File: src/rtl/bbj_mac_pkg.sv
// Shared constants, control payload and saturation bounds for the bbj_mac_pipe MAC.
package bbj_mac_pkg;

    localparam int unsigned A_W_DEF       = 24;
    localparam int unsigned B_W_DEF       = 16;
    localparam int unsigned ACC_W_DEF     = 48;
    localparam int unsigned NUM_STAGE_DEF = 3;
    localparam int unsigned NUM_STAGE_MIN = 2;
    localparam int unsigned NUM_STAGE_MAX = 6;
    localparam int unsigned SAT_MAX_W     = 128;

    // Per-beat control that travels alongside the multiplier pipeline.
    typedef struct packed {
        logic sgn;
        logic first;
        logic last;
    } mac_ctrl_t;

    // Largest representable value of a w-bit accumulator (w <= SAT_MAX_W).
    function automatic logic [SAT_MAX_W-1:0] sat_hi(input int unsigned w, input logic sgn);
        if (sgn) begin
            return (SAT_MAX_W'(1) << (w - 1)) - SAT_MAX_W'(1);
        end
        return (SAT_MAX_W'(1) << w) - SAT_MAX_W'(1);
    endfunction

    // Smallest representable value of a w-bit accumulator, as a bit pattern.
    function automatic logic [SAT_MAX_W-1:0] sat_lo(input int unsigned w, input logic sgn);
        if (sgn) begin
            return SAT_MAX_W'(1) << (w - 1);
        end
        return '0;
    endfunction

endpackage

File: src/rtl/bbj_mac_mul_pipe.sv
// NUM_STAGE-deep multiplier: operand register, product register, then delay stages.
module bbj_mac_mul_pipe
    import bbj_mac_pkg::*;
#(
    parameter int unsigned A_W       = A_W_DEF,
    parameter int unsigned B_W       = B_W_DEF,
    parameter int unsigned NUM_STAGE = NUM_STAGE_DEF
) (
    input  logic                 clk,
    input  logic                 reset_n,
    input  logic                 ce_i,
    input  logic                 valid_i,
    input  logic [A_W-1:0]       a_i,
    input  logic [B_W-1:0]       b_i,
    input  logic                 sgn_i,
    output logic [A_W+B_W-1:0]   prod_o,
    output logic                 valid_o
);

    localparam int unsigned P_W = A_W + B_W;

    logic [A_W-1:0]       a_q;
    logic [B_W-1:0]       b_q;
    logic                 sgn_q;
    logic [NUM_STAGE-1:0] vld_q;
    logic [P_W-1:0]       p_q [NUM_STAGE-1];
    logic [P_W-1:0]       a_ext_c;
    logic [P_W-1:0]       b_ext_c;
    logic [P_W-1:0]       mul_c;

    // A P_W-bit product of P_W-extended operands is exact for both signed and unsigned.
    assign a_ext_c = sgn_q ? P_W'($signed(a_q)) : P_W'(a_q);
    assign b_ext_c = sgn_q ? P_W'($signed(b_q)) : P_W'(b_q);
    assign mul_c   = a_ext_c * b_ext_c;

    always_ff @(posedge clk or negedge reset_n) begin
        if (!reset_n) begin
            vld_q <= '0;
            sgn_q <= 1'b0;
        end else if (ce_i) begin
            vld_q <= {vld_q[NUM_STAGE-2:0], valid_i};
            sgn_q <= sgn_i;
        end
    end

    always_ff @(posedge clk) begin
        if (ce_i) begin
            a_q    <= a_i;
            b_q    <= b_i;
            p_q[0] <= mul_c;
            for (int unsigned k = 1; k < NUM_STAGE - 1; k++) begin
                p_q[k] <= p_q[k-1];
            end
        end
    end

    assign prod_o  = p_q[NUM_STAGE-2];
    assign valid_o = vld_q[NUM_STAGE-1];

endmodule

File: src/rtl/bbj_mac_pipe.sv
// Pipelined multiply-accumulate with first/last grouping.
// Define BBJ_MAC_SAT_EN for saturating accumulation with a sticky per-group ovf flag.
module bbj_mac_pipe
    import bbj_mac_pkg::*;
#(
    parameter int unsigned A_W       = A_W_DEF,
    parameter int unsigned B_W       = B_W_DEF,
    parameter int unsigned ACC_W     = ACC_W_DEF,
    parameter int unsigned NUM_STAGE = NUM_STAGE_DEF
) (
    input  logic             clk,
    input  logic             reset_n,
    input  logic             ce,
    input  logic             in_valid,
    input  logic [A_W-1:0]   din0,
    input  logic [B_W-1:0]   din1,
    input  logic             sgn,
    input  logic             first,
    input  logic             last,
    output logic [ACC_W-1:0] dout,
    output logic             out_valid,
    output logic             ovf
);

    localparam int unsigned P_W = A_W + B_W;

    logic [P_W-1:0]   prod;
    logic             prod_valid;
    mac_ctrl_t        ctrl_q [NUM_STAGE];
    mac_ctrl_t        arr_ctrl;
    logic [ACC_W-1:0] p_ext;
    logic [ACC_W-1:0] base_c;
    logic [ACC_W-1:0] acc_nxt_c;
    logic [ACC_W-1:0] acc_q, acc_d;
    logic [ACC_W-1:0] dout_q, dout_d;
    logic             out_valid_q, out_valid_d;

    bbj_mac_mul_pipe #(
        .A_W       (A_W),
        .B_W       (B_W),
        .NUM_STAGE (NUM_STAGE)
    ) u_mul (
        .clk     (clk),
        .reset_n (reset_n),
        .ce_i    (ce),
        .valid_i (in_valid),
        .a_i     (din0),
        .b_i     (din1),
        .sgn_i   (sgn),
        .prod_o  (prod),
        .valid_o (prod_valid)
    );

    // Control delay line, aligned with the product leaving the multiplier.
    always_ff @(posedge clk or negedge reset_n) begin
        if (!reset_n) begin
            for (int unsigned k = 0; k < NUM_STAGE; k++) begin
                ctrl_q[k] <= '0;
            end
        end else if (ce) begin
            ctrl_q[0] <= '{sgn: sgn, first: first, last: last};
            for (int unsigned k = 1; k < NUM_STAGE; k++) begin
                ctrl_q[k] <= ctrl_q[k-1];
            end
        end
    end

    assign arr_ctrl = ctrl_q[NUM_STAGE-1];
    assign p_ext    = arr_ctrl.sgn ? ACC_W'($signed(prod)) : ACC_W'(prod);
    assign base_c   = arr_ctrl.first ? '0 : acc_q;

`ifdef BBJ_MAC_SAT_EN
    localparam logic [ACC_W-1:0] SAT_HI_S = ACC_W'(sat_hi(ACC_W, 1'b1));
    localparam logic [ACC_W-1:0] SAT_LO_S = ACC_W'(sat_lo(ACC_W, 1'b1));
    localparam logic [ACC_W-1:0] SAT_HI_U = ACC_W'(sat_hi(ACC_W, 1'b0));

    logic [ACC_W:0] sum_c;
    logic           sum_ovf_c;
    logic           grp_ovf_nxt_c;
    logic           grp_ovf_q, grp_ovf_d;
    logic           ovf_q, ovf_d;

    // One guard bit catches signed overflow and unsigned carry-out alike.
    always_comb begin
        sum_c = arr_ctrl.sgn ? ({base_c[ACC_W-1], base_c} + {p_ext[ACC_W-1], p_ext})
                             : ({1'b0, base_c} + {1'b0, p_ext});
        sum_ovf_c = arr_ctrl.sgn ? (sum_c[ACC_W] ^ sum_c[ACC_W-1]) : sum_c[ACC_W];
        acc_nxt_c = sum_c[ACC_W-1:0];
        if (sum_ovf_c) begin
            acc_nxt_c = !arr_ctrl.sgn ? SAT_HI_U : (sum_c[ACC_W] ? SAT_LO_S : SAT_HI_S);
        end
    end

    assign grp_ovf_nxt_c = sum_ovf_c | (grp_ovf_q & ~arr_ctrl.first);

    always_comb begin
        grp_ovf_d = grp_ovf_q;
        ovf_d     = ovf_q;
        if (prod_valid) begin
            grp_ovf_d = grp_ovf_nxt_c;
            if (arr_ctrl.last) begin
                ovf_d = grp_ovf_nxt_c;
            end
        end
    end

    always_ff @(posedge clk or negedge reset_n) begin
        if (!reset_n) begin
            grp_ovf_q <= 1'b0;
            ovf_q     <= 1'b0;
        end else if (ce) begin
            grp_ovf_q <= grp_ovf_d;
            ovf_q     <= ovf_d;
        end
    end

    assign ovf = ovf_q;
`else
    assign acc_nxt_c = base_c + p_ext;
    assign ovf       = 1'b0;
`endif

    always_comb begin
        acc_d       = acc_q;
        dout_d      = dout_q;
        out_valid_d = 1'b0;
        if (prod_valid) begin
            acc_d = acc_nxt_c;
            if (arr_ctrl.last) begin
                dout_d      = acc_nxt_c;
                out_valid_d = 1'b1;
            end
        end
    end

    always_ff @(posedge clk or negedge reset_n) begin
        if (!reset_n) begin
            acc_q       <= '0;
            dout_q      <= '0;
            out_valid_q <= 1'b0;
        end else if (ce) begin
            acc_q       <= acc_d;
            dout_q      <= dout_d;
            out_valid_q <= out_valid_d;
        end
    end

    assign dout      = dout_q;
    assign out_valid = out_valid_q;

endmodule

File: config.mk
export PLATFORM = sky130hd
export DESIGN_NAME = bbj_mac_pipe
export DESIGN_NICKNAME = d
export VERILOG_FILES = /design/src/rtl/bbj_mac_pkg.sv /design/src/rtl/bbj_mac_mul_pipe.sv /design/src/rtl/bbj_mac_pipe.sv
export SDC_FILE = /design/constraint.sdc
export NUM_CORES = 2
export LEC_CHECK = 0
export BUFFER_PORTS_ARGS = -buffer_cell sky130_fd_sc_hd__clkbuf_2
export CORE_ASPECT_RATIO = 0.8
export CORE_MARGIN = 2
export CORE_UTILIZATION = 30
export CTS_CLUSTER_DIAMETER = 150
export DETAILED_ROUTE_END_ITERATION = 10
export HOLD_SLACK_MARGIN = 0.03
export PLACE_DENSITY_LB_ADDON = 0.15
export RECOVER_POWER = 50
export SLEW_MARGIN = 20
export SYNTH_ARGS = -nofsm -noshare
export SYNTH_HDL_FRONTEND = slang
export SYNTH_SLANG_ARGS = --single-unit
File: constraint.sdc
create_clock -name clk -period 10.65 [get_ports clk]
set_input_delay 1.5975 -clock clk [delete_from_list [all_inputs] [get_ports clk]]
set_output_delay 1.5975 -clock clk [all_outputs]
set_load 0.02 [all_outputs]
==> key figures <==
STA
  – Setup Viol. Count Final: 0
  – Max-slew violations: 252
  – Clk_skew: 0.0397 ns
  – Final hold vios: 0
  – WHS: 0.397 ns
  – RSZ-0062 raised after global routing: no
  – TNS Setup: 0 ns
  – Tmin final: 8.45 ns
  – Fmax: 118 MHz
  – Tcrit/Tclk final: 79.3%
  – Slew HR: -182%
  – Worst-Margin Slew: 4.23 ns

Clock network
  – Worst-path clk slew: 0.06 ns
  – CTS sink cnt: 229
  – Post-CTS setup buffers: 0
  – Num CTS Buffers: 28
  – Worst-skew pair later-pin latency: 0.63 ns
  – Largest buffer count on any clock path: 3
  – Hold-fix buffers at CTS: 0
  – Post_cts resized: 0
  – Root Driver: clkbuf_16
  – H-tree depth: 1
  – CTS tree: done

Critical path
  – Crit path arrival time: 8.78 ns
  – Slowest stage cell, crit path: and2_1
  – CP Launch Type: flip-flop
  – Required @ worst endpoint: 10.99 ns
  – Critical Path Most Common Cell: fa_1
  – Crit path kind: reg2reg
  – CP Capture Type: flip-flop
  – Peak per-stage delay on the critical path: 0.80 ns
  – Crit-path cells: and2_1 > nand2_1 > fa_1 > inv_1 > fa_1 > inv_1 > fa_1 > inv_1 > fa_1 > fa_1 > fa_1 > fa_1 > inv_1 > fa_1 > inv_1 > ha_1 > and3_1 > nand4_1 > or2_2 > o22ai_1 > o41a_1 > a21o_1 > a21oi_2 > xnor2_1
  – Largest fanout on the critical path: 26

Global route
  – GRT overflow: 0
  – Initial antenna violation count: 1
  – GRT met2 Usage: 22.3%
  – First-pass GRT wire length: 126000 um
  – GRT Total Usage: 16.0%
  – Met1 usage: 26.0%
  – Largest net degree at the start of global routing: 97
  – Vias in the first global route: 20400
  – Busiest grt layer: met1
  – GR Util met3: 2.34%

Synth
  – Yosys warns: 0
  – Sequential share of the synthesized area: 21.1%
  – Post-synth ARST share: 47.6%
  – Main synth FF type: edfxtp_1
  – Netlist Area Pre-Place: 0.0300 mm^2
  – Synth top area share: 35.5%
  – Synth top cells by count: 704 x inv_1, 532 x fa_1, 351 x nand2_1, 214 x and2_1, 207 x ha_1
  – Largest cells by area after synthesis: fa_1 35%, edfxtp_1 12%, dfrtp_1 9.1%, inv_1 8.8%, ha_1 8.6%
  – Syn Inst Count: 3054
  – Net Count, Synth: 3840
  – Distinct cells, synth: 66
  – Synth area leader: fa_1
  – Most common cell in the netlist: inv_1
  – Avg Inst Size Synth: 9.83 um^2
  – Number of synthesized flops with an enable pin: 120
  – Synthesized flop and latch total: 229

Drt
  – Via count: 19300
  – Drt via density: 4.37
  – Detailed Route Iter0 Violations: 1110
  – Final WL: 79700 um
  – TritonRoute pass-1 iters: 7
  – DR WL/cell: 18.0 um
  – Antenna viol nets, final: 0
  – Residual DRC: 0

Final layout
  – Antenna diodes: 0
  – Final net count: 3870
  – Area growth from synthesis to layout: 9.12%
  – Layout cell share with drive strength beyond 1: 6.34%

Run status
  – Run status: finished, violations left
  – Violated checks: capacitance limit, slew limit

Place
  – Dpl hpwl: 64600 um
  – Port bufs: 95
  – RePlAce Congestion: 0.857

Floorplanning
  – Full die area: 0.103 mm^2
  – Core area: 0.0990 mm^2
  – Die height: 287 um
  – Cell Rows: 103
  – Effective utilization at floorplan: 30.3%
  – Chip Width: 358 um
  – Top Ports: 97

Job
  – Max_cap viols: 5

Hold path
  – HP Class: reg2reg
cell families after synthesis:
family | share of synthesized area (%)
DFF | 21.1
muxes | 0.525
and+or+nand+nor | 12.1
xor gates and xnor gates | 4.05
other | 0.0125
AOI/OAI and AO/OA | 7.76
buffers and inverters | 10.3
adders and majority gates | 44.2
flip-flops by register name, summed over array words and instances (netlist names):
name	cells
u_mul.vld_q	3
u_mul.p_q	80
dout	48
u_mul.b_q	16
acc_q	48
arr_ctrl	3
ctrl_q	5
out_valid	1
u_mul.sgn_q	1
u_mul.a_q	24
per-stage QoR:
step | cells | setup WS [ns] | area, um^2 | utilization (%)
3_5_place_dp | 4366 | 2.21 | 31900 | 32.2
4_1_cts | 4418 | 2.17 | 32800 | 33.1
3_3_place_gp | 4366 | 2.25 | 31900 | 32.2
6_report | 4418 | 2.20 | 32800 | 33.1
5_1_grt | 4418 | 1.64 | 32800 | 33.1
2_1_floorplan | 3054 | 3.06 | 30000 | -
cell usage in the layout (no fill, tap or decap), types with 6 or more instances in the layout:
cell	n
o21ai_0	121
xnor2_1	100
nand2_1	350
nor3_1	11
a21o_1	54
xor2_1	39
mux2_2	14
o21ai_1	16
a21oi_1	82
nand4_1	10
a211oi_1	6
nor2b_1	57
and2_1	211
nor2_1	40
o21bai_1	14
fa_1	532
a31oi_1	10
clkbuf_1	11
and3_1	22
edfxtp_1	120
nand3_1	18
clkbuf_2	90
inv_1	704
ha_1	207
clkbuf_16	28
dfrtp_1	109
o21a_1	6
buf_4	20
layout make-up:
type / instances / area (um^2)
Clock buffer: 32 / 726
Clock inverter: 20 / 174
Fill cell: 10300 / 66200
Inverter: 704 / 2640
Multi-Input combinational cell: 2003 / 20600
Sequential cell: 229 / 6330
Tap cell: 1312 / 1640
Timing Repair Buffer: 118 / 631
worst max-delay path: cells and delay by family (launching register included):
kind,cells,cell delay [ns]
adder cells (fa/ha/maj),9,4.53
AND/OR/NAND/NOR,5,1.80
flip-flops,1,0.78
AO/OA/AOI/OAI,4,0.63
buffers and inverters,5,0.31
XOR/XNOR,1,0.11
final timing paths:
check / startpoint / cells after the start / slack, ns / end
max: u_mul.b_q[15] / 24 / 2.20 / u_mul.p_q[0][39]
min: u_mul.p_q[0][18] / 0 / 0.40 / u_mul.p_q[0][58]
max reg2reg: u_mul.b_q[15] / 24 / 2.20 / u_mul.p_q[0][39]
min reg2reg: u_mul.p_q[0][18] / 0 / 0.40 / u_mul.p_q[0][58]
max in group asynchronous: reset_n / 2 / 4.07 / acc_q[35]
min in group asynchronous: reset_n / 1 / 1.65 / dout[3]
metal layers:
layer,wire length [um],vias up,part of all wire (%)
met5,0,-,0
met4,1090,0,1.4
met3,3510,54,4.4
met2,30800,323,39
met1,44300,9603,56
li1,-,9338,-
Power is left out: the tool's default activity adds up to more than one toggle a clock period on the data nets, which glitch-free logic cannot reach.
